**config.mk**
```make
export PLATFORM = sky130hd
export DESIGN_NAME = load_store_unit
export DESIGN_NICKNAME = d
export VERILOG_FILES = /design/src/rtl/load_store_unit.sv
export SDC_FILE = /design/constraint.sdc
export NUM_CORES = 1
export LEC_CHECK = 0
export CAP_MARGIN = 40
export CORE_ASPECT_RATIO = 0.75
export CORE_MARGIN = 2
export CORE_UTILIZATION = 24
export CTS_CLUSTER_DIAMETER = 50
export DETAILED_ROUTE_END_ITERATION = 10
export SLEW_MARGIN = 20
export SYNTH_ARGS = -nofsm -noshare
export SYNTH_HDL_FRONTEND = slang
export SYNTH_SLANG_ARGS = --single-unit
```
**constraint.sdc**
```tcl
create_clock -name clk -period 2.8 [get_ports clk]
set_input_delay 0.28 -clock clk [delete_from_list [all_inputs] [get_ports clk]]
set_output_delay 0.28 -clock clk [all_outputs]
set_load 0.005 [all_outputs]
```
**src/rtl/load_store_unit.sv**
```systemverilog
// Load/store unit: issues one bus access per MEM-stage memory instruction,
// produces byte enables and lane-replicated store data, and aligns and
// extends load data.
// Optional feature macro: MISALIGN_TRAP_EN. When defined, misaligned
// half/word accesses complete at once with err=1 and never reach the bus.
// When undefined, such accesses are aligned down and complete normally.
module load_store_unit #(
  parameter int TIMEOUT_CYCLES = 255
) (
  input  logic        clk,
  input  logic        rst,
  input  logic        req_valid,
  input  logic        mem_read,
  input  logic        mem_write,
  input  logic [2:0]  funct3,
  input  logic [31:0] ALU_out,
  input  logic [31:0] store_data,
  output logic [31:0] data_out,
  output logic        stall,
  output logic        done,
  output logic        err,
  output logic        mem_req,
  output logic        mem_we,
  output logic [31:0] mem_addr,
  output logic [3:0]  mem_be,
  output logic [31:0] mem_wdata,
  input  logic        mem_ack,
  input  logic [31:0] mem_rdata
);

  localparam int CNT_W = (TIMEOUT_CYCLES < 2) ? 1 : $clog2(TIMEOUT_CYCLES + 1);
  localparam logic [CNT_W-1:0] CNT_LAST = CNT_W'(TIMEOUT_CYCLES - 1);

`ifdef MISALIGN_TRAP_EN
  localparam bit TRAP_EN = 1'b1;
`else
  localparam bit TRAP_EN = 1'b0;
`endif

  typedef enum logic [1:0] {IDLE, REQ, DONE} state_t;

  state_t           state;
  logic [CNT_W-1:0] cnt;
  logic [1:0]       off;
  logic [2:0]       f3;
  logic             is_load;
  logic             start;
  logic             misaligned;

  // Access size from funct3: 0 = byte, 1 = half, 2 = word (unlisted codes act as word)
  function automatic logic [1:0] size_of(input logic [2:0] f);
    case (f)
      3'b000, 3'b100: size_of = 2'd0;
      3'b001, 3'b101: size_of = 2'd1;
      default:        size_of = 2'd2;
    endcase
  endfunction

  function automatic logic [3:0] be_calc(input logic [2:0] f, input logic [1:0] a);
    case (size_of(f))
      2'd0:    be_calc = 4'b0001 << a;
      2'd1:    be_calc = 4'b0011 << {a[1], 1'b0};
      default: be_calc = 4'b1111;
    endcase
  endfunction

  function automatic logic [31:0] wdata_calc(input logic [2:0] f, input logic [31:0] sd);
    case (size_of(f))
      2'd0:    wdata_calc = {4{sd[7:0]}};
      2'd1:    wdata_calc = {2{sd[15:0]}};
      default: wdata_calc = sd;
    endcase
  endfunction

  // Pick the addressed lane and extend: funct3[2] set means zero-extend
  function automatic logic [31:0] load_extract(input logic [2:0] f, input logic [1:0] a,
                                               input logic [31:0] rd);
    logic [31:0] bsh;
    logic [31:0] hsh;
    bsh = rd >> {a, 3'b000};
    hsh = rd >> {a[1], 4'b0000};
    case (size_of(f))
      2'd0:    load_extract = {{24{bsh[7] & ~f[2]}}, bsh[7:0]};
      2'd1:    load_extract = {{16{hsh[15] & ~f[2]}}, hsh[15:0]};
      default: load_extract = rd;
    endcase
  endfunction

  assign start = req_valid & (mem_read ^ mem_write);

  // Misalignment: half on odd address, or word not on a 4-byte boundary
  always_comb begin
    misaligned = 1'b0;
    case (size_of(funct3))
      2'd1:    misaligned = ALU_out[0];
      2'd2:    misaligned = |ALU_out[1:0];
      default: misaligned = 1'b0;
    endcase
  end

  assign stall = ((state == IDLE) && start) || (state == REQ);

  // Access FSM with registered bus signals, status pulses and load result
  always_ff @(posedge clk) begin
    if (rst) begin
      state     <= IDLE;
      cnt       <= '0;
      off       <= '0;
      f3        <= '0;
      is_load   <= 1'b0;
      data_out  <= '0;
      done      <= 1'b0;
      err       <= 1'b0;
      mem_req   <= 1'b0;
      mem_we    <= 1'b0;
      mem_be    <= '0;
      mem_addr  <= '0;
      mem_wdata <= '0;
    end else begin
      done <= 1'b0;
      err  <= 1'b0;
      case (state)
        IDLE: begin
          if (start) begin
            if (TRAP_EN && misaligned) begin
              state <= DONE;
              done  <= 1'b1;
              err   <= 1'b1;
            end else begin
              state     <= REQ;
              cnt       <= '0;
              mem_req   <= 1'b1;
              mem_we    <= mem_write;
              mem_addr  <= {ALU_out[31:2], 2'b00};
              mem_be    <= be_calc(funct3, ALU_out[1:0]);
              mem_wdata <= wdata_calc(funct3, store_data);
              off       <= ALU_out[1:0];
              f3        <= funct3;
              is_load   <= mem_read;
            end
          end
        end
        REQ: begin
          if (mem_ack) begin
            state   <= DONE;
            done    <= 1'b1;
            mem_req <= 1'b0;
            mem_we  <= 1'b0;
            if (is_load) data_out <= load_extract(f3, off, mem_rdata);
          end else if (cnt == CNT_LAST) begin
            state   <= DONE;
            done    <= 1'b1;
            err     <= 1'b1;
            mem_req <= 1'b0;
            mem_we  <= 1'b0;
            if (is_load) data_out <= '0;
          end else begin
            cnt <= cnt + 1'b1;
          end
        end
        DONE:    state <= IDLE;
        default: state <= IDLE;
      endcase
    end
  end

endmodule
```
==> metrics.md, run 1 <==
| Metric | Value |
|---|---|
| # diodes | 0 |
| Final worst slack | 0.636 ns |
| Reg-to-Reg End | data_out[30] |
| Crit. Startpoint | state[0] |
| CP Launch Type | register |
| Largest delay contributor family on the critical path | simple AND/OR/NAND/NOR gates |
| RSZ-0062 raised after global routing | false |
| Max clock buf depth | 2 |
| Synthesized instance count | 600 |
| Synth Flop Type | dfxtp_1 |
| Internal | 3.69 mW |
| PD cells | roughly 600 nW/um^2 |
| DRC errors left | 0 |
| Combinational Power Share | 0.149 |
| CP Max Fanout | 6 |
| I/O pin total | 210 |
| Final ANT Viol Nets | 0 |
| CP max stage cell | clkdlybuf4s50_1 |
| Leak | 2.97 nW |
| Switch share | 0.243 |
| Final min period | 2.16 ns |
| H-tree depth | 4 |
| Peak Freq | 462 MHz |
| Port Buffer Count | 207 |
| Pre-antenna DRT Iters | 6 |
| Worst rel slew slack | 0.460 |
| Vias in the first global route | roughly 4800 |
| Fin crit share | 0.773 |
| CTS Hold Bufs | 0 |
| Via density | 4.60 |
| Reg power frac | 0.371 |
| Rows | 46 |
| Setup TNS Final | 0 ns |
| Design Power | 4.88 mW |
| Final setup fails | 0 |
| Commonest non-fill, non-tap cell in the layout | clkdlybuf4s50_1 |
| Final HPWL DP | 12.4 mm |
| DRT iter0 DRCs | 281 |
| Mapped cell area | 5210 um^2 |
| Worst path depth | 4 |
| Die height | between 100 and 150 um |
| Critical path cell sequence | nor3b_1, nand2b_2, nand2_1, clkdlybuf4s50_1 |
| Clock root cell | clkbuf_16 |
| Total track usage | 0.150 |
| Register area share after synthesis | 0.454 |
| Critical path buffers and inverters | 1 |
| Worst Path Required | 2.52 ns |
| Setup Fix Bufs, Post-CTS | 0 |
| Clock transition at path regs | 0.06 ns |
| Syn_area_per_cell | 8.68 um^2 |
| Worst Hold Class | primary input to register |
| Critical path arrival | between 1.5 and 2 ns |
| Initial core utilization | 0.245 |
| Synth unique cells | 57 |
| Max-cap check violation count | 0 |
| Core Area | about 21000 um^2 |
| Resize count post-CTS | 0 |
| Area delta synth->final | 57.1% |
| Num Clock Sinks | 118 |
| Avg WL per Cell | 15.8 um |
| Fin. max-slew vios | 0 |
| Pin count of the biggest net entering global routing | 65 |
| First-pass GRT wire length | about 27 mm |
| Fin. Hold Viols | 0 |
| Gr ovfl total | 0 |
| Reg2Reg Setup Slack | 0.78 ns |
| Clock Skew | 0.00818 ns |
| Routed WL | ~17 mm |
| Clock power share | 0.479 |
| Place WS | 0.592 ns |
| Critical Path Max Stage Delay | 0.49 ns |
| Critical path type | register to output port |
| Initial antenna violation count | 0 |
| Critical Path Sink | stall |
| R2R depth | 4 |
| Critical path endpoint category | output port |
| Worst-Skew Late Latency | 0.40 ns |
| Worst IR drop on VDD | 0.000355 V |
| YS warnings | 0 |
| Run status | finished clean |
| Commonest non-fill, non-tap cells in the layout | clkdlybuf4s50_1, nand2_1, dfxtp_1 |
| Worst Tran Pin Value | 0.809 ns |
| Post-synth EDFFs | 0 |
| Total clock buffers created by CTS | 17 |
| Async SR Flop Fraction | 0 |
| Final nets | 898 |
| Share of layout cells above drive strength 1 | 0.0833 |
| R2R Path Start | off[1] |
| CTS tree | built |
| Yosys reg bits | about 120 |
| Final RePlAce weighted congestion | 0.776 |
| Die area | 22900 um^2 |
| Via count | 5021 |
| Psw | roughly 1.2 mW |
| Die span in x | about 170 um |
==> cell type report <==
class / count / area, um^2
Multi-Input combinational cell: 429 / 2590
Fill cell: 2143 / 13100
Clock inverter: 12 / 176
Tap cell: 288 / 360
Sequential cell: 118 / 2360
Inverter: 5 / 18.8
Clock buffer: 20 / 457
Timing Repair Buffer: 220 / 2220
==> worst min-delay path by stage <==
stage | startpoint | to | slack, ns | cells after the start
finish | rst | state[1] | 0.36 | 3
global route | rst | state[1] | 0.37 | 3
CTS | rst | state[1] | 0.35 | 3
detailed placement | mem_addr[15] | mem_addr[15] | 0.45 | 2
global placement | mem_addr[12] | mem_addr[12] | 0.44 | 2
floorplan | ALU_out[10] | mem_addr[10] | 0.42 | 2
==> worst register-to-register path: cells and delay by family (launching register included) <==
family,cells,cell delay (ns)
DFF,1,0.61
AOI/OAI and AO/OA,3,1.14
muxes,1,0.22
==> registers in the layout (all words and copies together) (netlist names), 2 cells and up <==
register and cells:
mem_be 4, mem_wdata 32, state 2, data_out 32
f3 3, cnt 8, mem_addr 30, off 2
==> kinds of logic after synthesis <==
logic type,Yosys count,synth area share
AO/OA/AOI/OAI,164,0.216
other,1,0.000720
multiplexers,34,0.0694
buffers and inverters,54,0.0502
adder cells (fa/ha/maj),2,0.00480
XOR/XNOR,3,0.00649
AND/OR/NAND/NOR,224,0.199
flip-flops,118,0.454
==> metal layers <==
| metal | up-vias | global-route usage | routed length, um |
|---|---|---|---|
| li1 | 2511 | - | - |
| met4 | 0 | 0.0392 | 205 |
| met2 | 150 | 0.211 | 7360 |
| met1 | 2347 | 0.213 | 8480 |
| met5 | - | 0 | 0 |
| met3 | 13 | 0.0532 | 1220 |
==> through the flow <==
stage / instance area (um^2) / hold slack [ns] / instances / util
after floorplan: 5210 / 0.416 / 601 / -
after global placement: 7510 / 0.441 / 1058 / 0.353
after detailed placement: 7550 / 0.446 / 1060 / 0.355
after CTS: 8180 / 0.352 / 1092 / 0.385
after global routing: 8180 / 0.367 / 1092 / 0.385
final: 8180 / 0.363 / 1092 / 0.385
==> synth_stat cells (all sizes together), types with 8 or more instances <==
master | count | area, um^2
nand2 | 141 | 529
dfxtp | 118 | 2360
a21oi | 62 | 322
o21ai | 32 | 160
buf | 31 | 175
nor2 | 30 | 129
mux2i | 26 | 260
clkbuf | 18 | 67.6
a221o | 16 | 160
nand2b | 16 | 108
a211oi | 11 | 82.6
a311oi | 10 | 87.6
nor2b | 9 | 56.3
a22o | 8 | 70.1
a32o | 8 | 80.1
==> power groups by stage <==
stage / clock network [mW] / logic (mW) / registers (mW)
after floorplan: 0 / 0.328 / 1.84
after global placement: 0 / 0.719 / 1.85
after detailed placement: 0 / 0.732 / 1.85
after CTS: 2.40 / 0.735 / 1.81
after global routing: 2.47 / 0.801 / 1.82
final: 2.34 / 0.729 / 1.81
(Power assumes the default switching activity.)
==> inputs of run 2 (changes only) <==
==> constraint.sdc (replaced) <==
create_clock -name clk -period 1.99 [get_ports clk]
set_input_delay 0.199 -clock clk [delete_from_list [all_inputs] [get_ports clk]]
set_output_delay 0.199 -clock clk [all_outputs]
set_load 0.005 [all_outputs]
==> metrics.md, run 2 (synthesized netlist as in run 1, its figures left out) <==
| Metric | Value |
|---|---|
| Hold Slack | 0.281 ns (-0.0825 ns) |
| Die span in x | 174 um (unchanged) |
| # diodes | 0 (unchanged) |
| DP Area | 7720 um^2 (+2.3%) |
| DP Cell Count | 1080 (+1.9%) |
| Final RePlAce weighted congestion | 0.826 (+6.5%) |
| Clock Skew | 0.00940 ns (+0.00122 ns) |
| Worst Path Required | 1.79 ns (-0.73 ns) |
| Filler Cell Count | 2131 (-0.56%) |
| Area delta synth->final | 59.7% |
| Worst Tran Pin Value | 0.734 ns (-0.0746 ns) |
| Peak Freq | 535 MHz |
| CP Launch Type | register |
| PD cells | 805 nW/um^2 (+35%) |
| Num Clock Sinks | 118 (unchanged) |
| R2R depth | 7 (+3) |
| Final worst slack | 0.120 ns (-0.516 ns) |
| Post-route insts no fill | 1110 (+1.6%) |
| Total track usage | 0.155 (+0.00585) |
| WL met3 | 1.27 mm (+3.8%) |
| DRC errors left | 0 (unchanged) |
| Critical path type | register to output port |
| Initial core utilization | 0.245 (unchanged) |
| Die height | 132 um (unchanged) |
| Critical path arrival | 1.67 ns (-0.21 ns) |
| Core Area | 21200 um^2 (unchanged) |
| Port Buffer Count | 207 (unchanged) |
| Pre-antenna DRT Iters | 5 (-1) |
| DRT iter0 DRCs | 283 (+0.71%) |
| Commonest non-fill, non-tap cells in the layout | clkdlybuf4s50_1, nand2_1, dfxtp_1 |
| Share of layout cells above drive strength 1 | 0.108 (+0.0249) |
| Top Metal Used | met4 |
| CTS tree | built |
| I/O pin total | 210 (unchanged) |
| Critical path buffers and inverters | 1 (unchanged) |
| Reg2Reg Setup Slack | 0.20 ns (-0.58 ns) |
| Largest registers | data_out (32), mem_wdata (32), mem_addr (30) |
| Final min period | 1.87 ns |
| R2R Path Start | cnt[0] |
| Avg WL per Cell | 16.0 um (+1.3%) |
| Fin crit share | 0.940 |
| First-pass GRT wire length | 28.0 mm (+3.4%) |
| Run status | finished clean |
| CTS Hold Bufs | 0 (unchanged) |
| Critical path cell sequence | nor3b_4, nand2b_2, nand2_1, clkdlybuf4s50_1 |
| Met1 wire length | 8.88 mm (+4.7%) |
| CP max stage cell | clkdlybuf4s50_1 |
| Critical path endpoint category | output port |
| H-tree depth | 4 (unchanged) |
| Min-delay src | rst |
| Leak | 3.06 nW (+3.1%) |
| WHS Path Cells | 3 (unchanged) |
| Pin count of the biggest net entering global routing | 65 (unchanged) |
| Hold endpoint | state[1] |
| Total clock buffers created by CTS | 17 (unchanged) |
| Gr ovfl total | 0 (unchanged) |
| Initial antenna violation count | 0 (unchanged) |
| Rows | 46 (unchanged) |
| Final HPWL DP | 13.1 mm (+5.2%) |
| Max clock buf depth | 2 (unchanged) |
| Largest delay contributor family on the critical path | buffers and inverters |
| Max-cap check violation count | 0 (unchanged) |
| Commonest non-fill, non-tap cell in the layout | clkdlybuf4s50_1 |
| Worst IR drop on VDD | 0.000495 V (+40%) |
| Final instance area | 8320 um^2 (+1.7%) |
| CP Max Fanout | 6 (unchanged) |
| Final setup fails | 0 (unchanged) |
| Worst Hold Class | primary input to register |
| Fin. Hold Viols | 0 (unchanged) |
| Place WS | -0.000699 ns (-0.592 ns) |
| Wire length on met2 | 7.43 mm (+0.95%) |
| Reg-to-Reg End | cnt[3] |
| Worst rel slew slack | 0.511 (+0.0512) |
| Final nets | 919 (+2.3%) |
| Critical Path Max Stage Delay | 0.49 ns (about the same) |
| Design Power | 6.69 mW (+37%) |
| Clock transition at path regs | 0.05 ns (about the same) |
| Via density | 4.56 (-0.80%) |
| Clock root cell | clkbuf_16 |
| Routed WL | 17.8 mm (+3.0%) |
| Final ANT Viol Nets | 0 (unchanged) |
| Fin. max-slew vios | 0 (unchanged) |
| Vias in the first global route | 4841 (+0.35%) |
| Die area | 22900 um^2 (unchanged) |
| Worst-Skew Late Latency | 0.41 ns (about the same) |
| Via count | 5063 (+0.84%) |
## run 2: changes by cell type in the layout (fill, tap and decap cells not counted), sizes merged
cell	previous run	this run
buf	14	35
clkbuf	20	18
bufinv	4	3
## run 2: worst min-delay path: cells and delay by family
kind / cells / cell delay, ns
buffers and inverters: 2 / 0.33
and+or+nand+nor: 1 / 0.11
## run 2: through the flow
stage               setup TNS, ns   util
floorplan                       0      -
global placement                0  0.364
detailed placement      -0.000699  0.364
CTS                             0  0.391
global route             -0.00250  0.392
finish                          0  0.392
## run 2: cell type report
type                       count  area (um^2)  share of cell area
multi-input combinational    429         2600               0.313
timing repair buffer         241         2400               0.288
sequential                   118         2360               0.284
clock buffer                  18          439              0.0528
tap                          288          360              0.0433
clock inverter                11          135              0.0162
inverter                       5         18.8             0.00226
## run 2: where the power goes
group / leakage (nW) / switching (mW) / total [mW] / internal [mW]
clock network: 0.283 / 1.10 / 3.07 / 1.96
registers: 0.961 / 0.0699 / 2.55 / 2.48
logic: 1.82 / 0.482 / 1.08 / 0.601
## run 2: per-layer routing
| layer | global-route usage | vias to the layer above |
|---|---|---|
| met5 | 0 | - |
| met4 | 0.0369 | 0 |
| met3 | 0.0605 | 12 |
| met2 | 0.212 | 155 |
| met1 | 0.226 | 2346 |
| li1 | - | 2550 |
## run 2: what timing repair did
action / in CTS / in global routing
resized for setup: 1 / 3
pin swaps: 0 / 1
endpoints found under the setup margin: 1 / 1
buffers inserted: 0 / 1
gates cloned: 0 / 0
## run 2: worst max path at each step
| stage | startpoint | end | slack, ns | cells after the start |
|---|---|---|---|---|
| global route | state[0] | stall | -0.003 | 4 |
| global placement | mem_rdata[15] | data_out[25] | 0.07 | 5 |
| finish | state[1] | stall | 0.12 | 4 |
| detailed placement | mem_rdata[15] | data_out[21] | -0.0007 | 5 |
| CTS | state[0] | stall | 0.04 | 4 |
| floorplan | cnt[0] | data_out[18] | 0.35 | 7 |
==> inputs of run 3 (changes only) <==
--- a/config.mk
+++ b/config.mk
@@ -11,7 +11,9 @@
 export CORE_UTILIZATION = 24
 export CTS_CLUSTER_DIAMETER = 50
 export DETAILED_ROUTE_END_ITERATION = 10
-export SLEW_MARGIN = 20
+export GPL_TIMING_DRIVEN = 1
+export SETUP_SLACK_MARGIN = 0.1
+export SLEW_MARGIN = 30
 export SYNTH_ARGS = -nofsm -noshare
 export SYNTH_HDL_FRONTEND = slang
 export SYNTH_SLANG_ARGS = --single-unit
==> metrics.md, run 3 (synthesized netlist as in run 1, its figures left out) <==
| Metric | Value |
|---|---|
| Clock transition at path regs | 0.05 ns (about the same) |
| Worst Tran Pin Value | 0.728 ns (-0.00608 ns) |
| Rows | 46 (unchanged) |
| Reg2Reg Setup Slack | 0.23 ns (+0.03 ns) |
| Total clock buffers created by CTS | 17 (unchanged) |
| # diodes | 0 (unchanged) |
| Final min period | 1.76 ns (-0.112 ns) |
| Fin crit share | 0.883 (-0.0564) |
| Leak | 3.08 nW (+0.65%) |
| R2R depth | 7 (unchanged) |
| Port Buffer Count | 207 (unchanged) |
| Max-cap check violation count | 0 (unchanged) |
| Commonest non-fill, non-tap cell in the layout | clkdlybuf4s50_1 |
| Clock root cell | clkbuf_16 |
| Worst IR drop on VDD | 0.000494 V (-0.17%) |
| Min-delay src | rst |
| CP max stage cell | dfxtp_1 |
| Num Clock Sinks | 118 (unchanged) |
| Worst Hold Class | primary input to register |
| Worst-Skew Late Latency | 0.41 ns (about the same) |
| WHS Path Cells | 3 (unchanged) |
| DRC errors left | 0 (unchanged) |
| Run status | finished clean |
| Commonest non-fill, non-tap cells in the layout | clkdlybuf4s50_1, nand2_1, dfxtp_1 |
| CP Max Fanout | 32 (+26) |
| CTS tree | built |
| Via density | 4.59 (+0.61%) |
| Critical path buffers and inverters | 2 (+1) |
| Initial core utilization | 0.245 (unchanged) |
| Die area | 22900 um^2 (unchanged) |
| CTS Hold Bufs | 0 (unchanged) |
| Final setup fails | 0 (unchanged) |
| Total track usage | 0.155 (about the same) |
| Initial antenna violation count | 0 (unchanged) |
| Peak Freq | 569 MHz (+6.4%) |
| Fin. max-slew vios | 0 (unchanged) |
| Final core utilization | 0.393 (+0.00100) |
| Largest registers | data_out (32), mem_wdata (32), mem_addr (30) |
| Area delta synth->final | 60.1% |
| R2R Path Start | cnt[0] |
| Reg-to-Reg End | data_out[24] |
| PD cells | 803 nW/um^2 (-0.20%) |
| Vias in the first global route | 4851 (+0.21%) |
| Critical Path Max Stage Delay | 0.35 ns (-0.14 ns) |
| Critical path cell sequence | inv_1, ha_1, nand3_1, o21bai_4, a31oi_2, buf_12, a221o_1 |
| Die span in x | 174 um (unchanged) |
| Final instance area | 8340 um^2 (+0.26%) |
| Pin count of the biggest net entering global routing | 65 (unchanged) |
| Final HPWL DP | 13.1 mm (unchanged) |
| CP Launch Type | register |
| Worst rel slew slack | 0.515 (+0.00406) |
| Final ANT Viol Nets | 0 (unchanged) |
| Critical path endpoint category | register |
| H-tree depth | 4 (unchanged) |
| Max clock buf depth | 2 (unchanged) |
| Critical path arrival | 2.04 ns (+0.37 ns) |
| Final RePlAce weighted congestion | 0.826 (unchanged) |
| Clock Skew | 0.0101 ns (+0.000653 ns) |
| Avg WL per Cell | 16.1 um (+0.34%) |
| Critical path type | register to register |
| Hold endpoint | state[1] |
| Via count | 5094 (+0.61%) |
| Share of layout cells above drive strength 1 | 0.109 (+0.00122) |
| I/O pin total | 210 (unchanged) |
| RSZ-0062 raised after global routing | false |
| First-pass GRT wire length | 28.1 mm (about the same) |
| Pre-antenna DRT Iters | 8 (+3) |
| DRT iter0 DRCs | 258 (-8.8%) |
| Final nets | 919 (unchanged) |
| Largest delay contributor family on the critical path | compound AO/OA/AOI/OAI gates |
| DP Area | 7720 um^2 (unchanged) |
| Worst path depth | 7 (+3) |
| Core Area | 21200 um^2 (unchanged) |
| Die height | 132 um (unchanged) |
| Gr ovfl total | 0 (unchanged) |
| Fin. Hold Viols | 0 (unchanged) |
| Worst Path Required | 2.28 ns (+0.49 ns) |
| Routed WL | 17.8 mm (+0.34%) |
-- run 3: cell types whose count changed in the layout (fill, tap and decap cells not counted) --
cell and delta:
nand2b_4 +1, o21ai_1 -1, dfxtp_2 -1, o21bai_4 +1, dfxtp_4 +1, o21bai_2 -1
o21ai_2 +1, nand2b_2 -1, clkdlybuf4s50_1 -1, dlymetal6s2s_1 +1
-- run 3: layout make-up --
class / instances / area (um^2)
Fill cell: 2130 / 12900
Multi-Input combinational cell: 429 / 2620
Timing Repair Buffer: 241 / 2400
Sequential cell: 118 / 2370
Clock buffer: 18 / 439
Tap cell: 288 / 360
Clock inverter: 11 / 135
Inverter: 5 / 18.8
-- run 3: worst max path at each step --
stage	start	to	slack [ns]
floorplan	cnt[0]	data_out[18]	0.35
global route	cnt[0]	cnt[3]	0.11
finish	cnt[0]	data_out[24]	0.23
global placement	mem_rdata[15]	data_out[25]	0.07
CTS	state[1]	stall	0.10
detailed placement	mem_rdata[15]	data_out[21]	-0.0007
-- run 3: report_power, final --
part | switching [mW] | internal, mW | leakage, nW
Clock | 1.10 | 1.96 | 0.283
Sequential | 0.0701 | 2.48 | 0.961
Combinational | 0.482 | 0.603 | 1.84
-- run 3: stage by stage --
step | std cells | power [mW] | worst slack [ns] | hold slack, ns | TNS (ns)
floorplan | 601 | 3.05 | 0.345 | 0.335 | 0
global placement | 1080 | 3.67 | 0.0728 | 0.441 | 0
detailed placement | 1080 | 3.68 | -0.000699 | 0.446 | -0.000699
CTS | 1109 | 6.80 | 0.102 | 0.262 | 0
global route | 1110 | 7.03 | 0.114 | 0.287 | 0
finish | 1110 | 6.70 | 0.232 | 0.280 | 0
-- run 3: worst register-to-register path: cells and delay by family (launching register included) --
| family | cells | cell delay, ns |
|---|---|---|
| flops | 1 | 0.35 |
| compound gates | 3 | 0.68 |
| fa+ha+maj | 1 | 0.17 |
| buf+inv | 2 | 0.29 |
| simple gates | 1 | 0.15 |
-- run 3: metal layers --
layer | share of wire | track usage | vias up
li1 | - | - | 2556
met1 | 0.49 | 0.226 | 2351
met2 | 0.42 | 0.212 | 174
met3 | 0.078 | 0.0605 | 13
met4 | 0.012 | 0.0369 | 0
met5 | 0 | 0 | -
-- run 3: what timing repair did --
action / CTS / global route
endpoints found under the setup margin: 1 / 14
pin swaps: 1 / 1
setup buffers: 0 / 1
gates resized for setup: 3 / 6
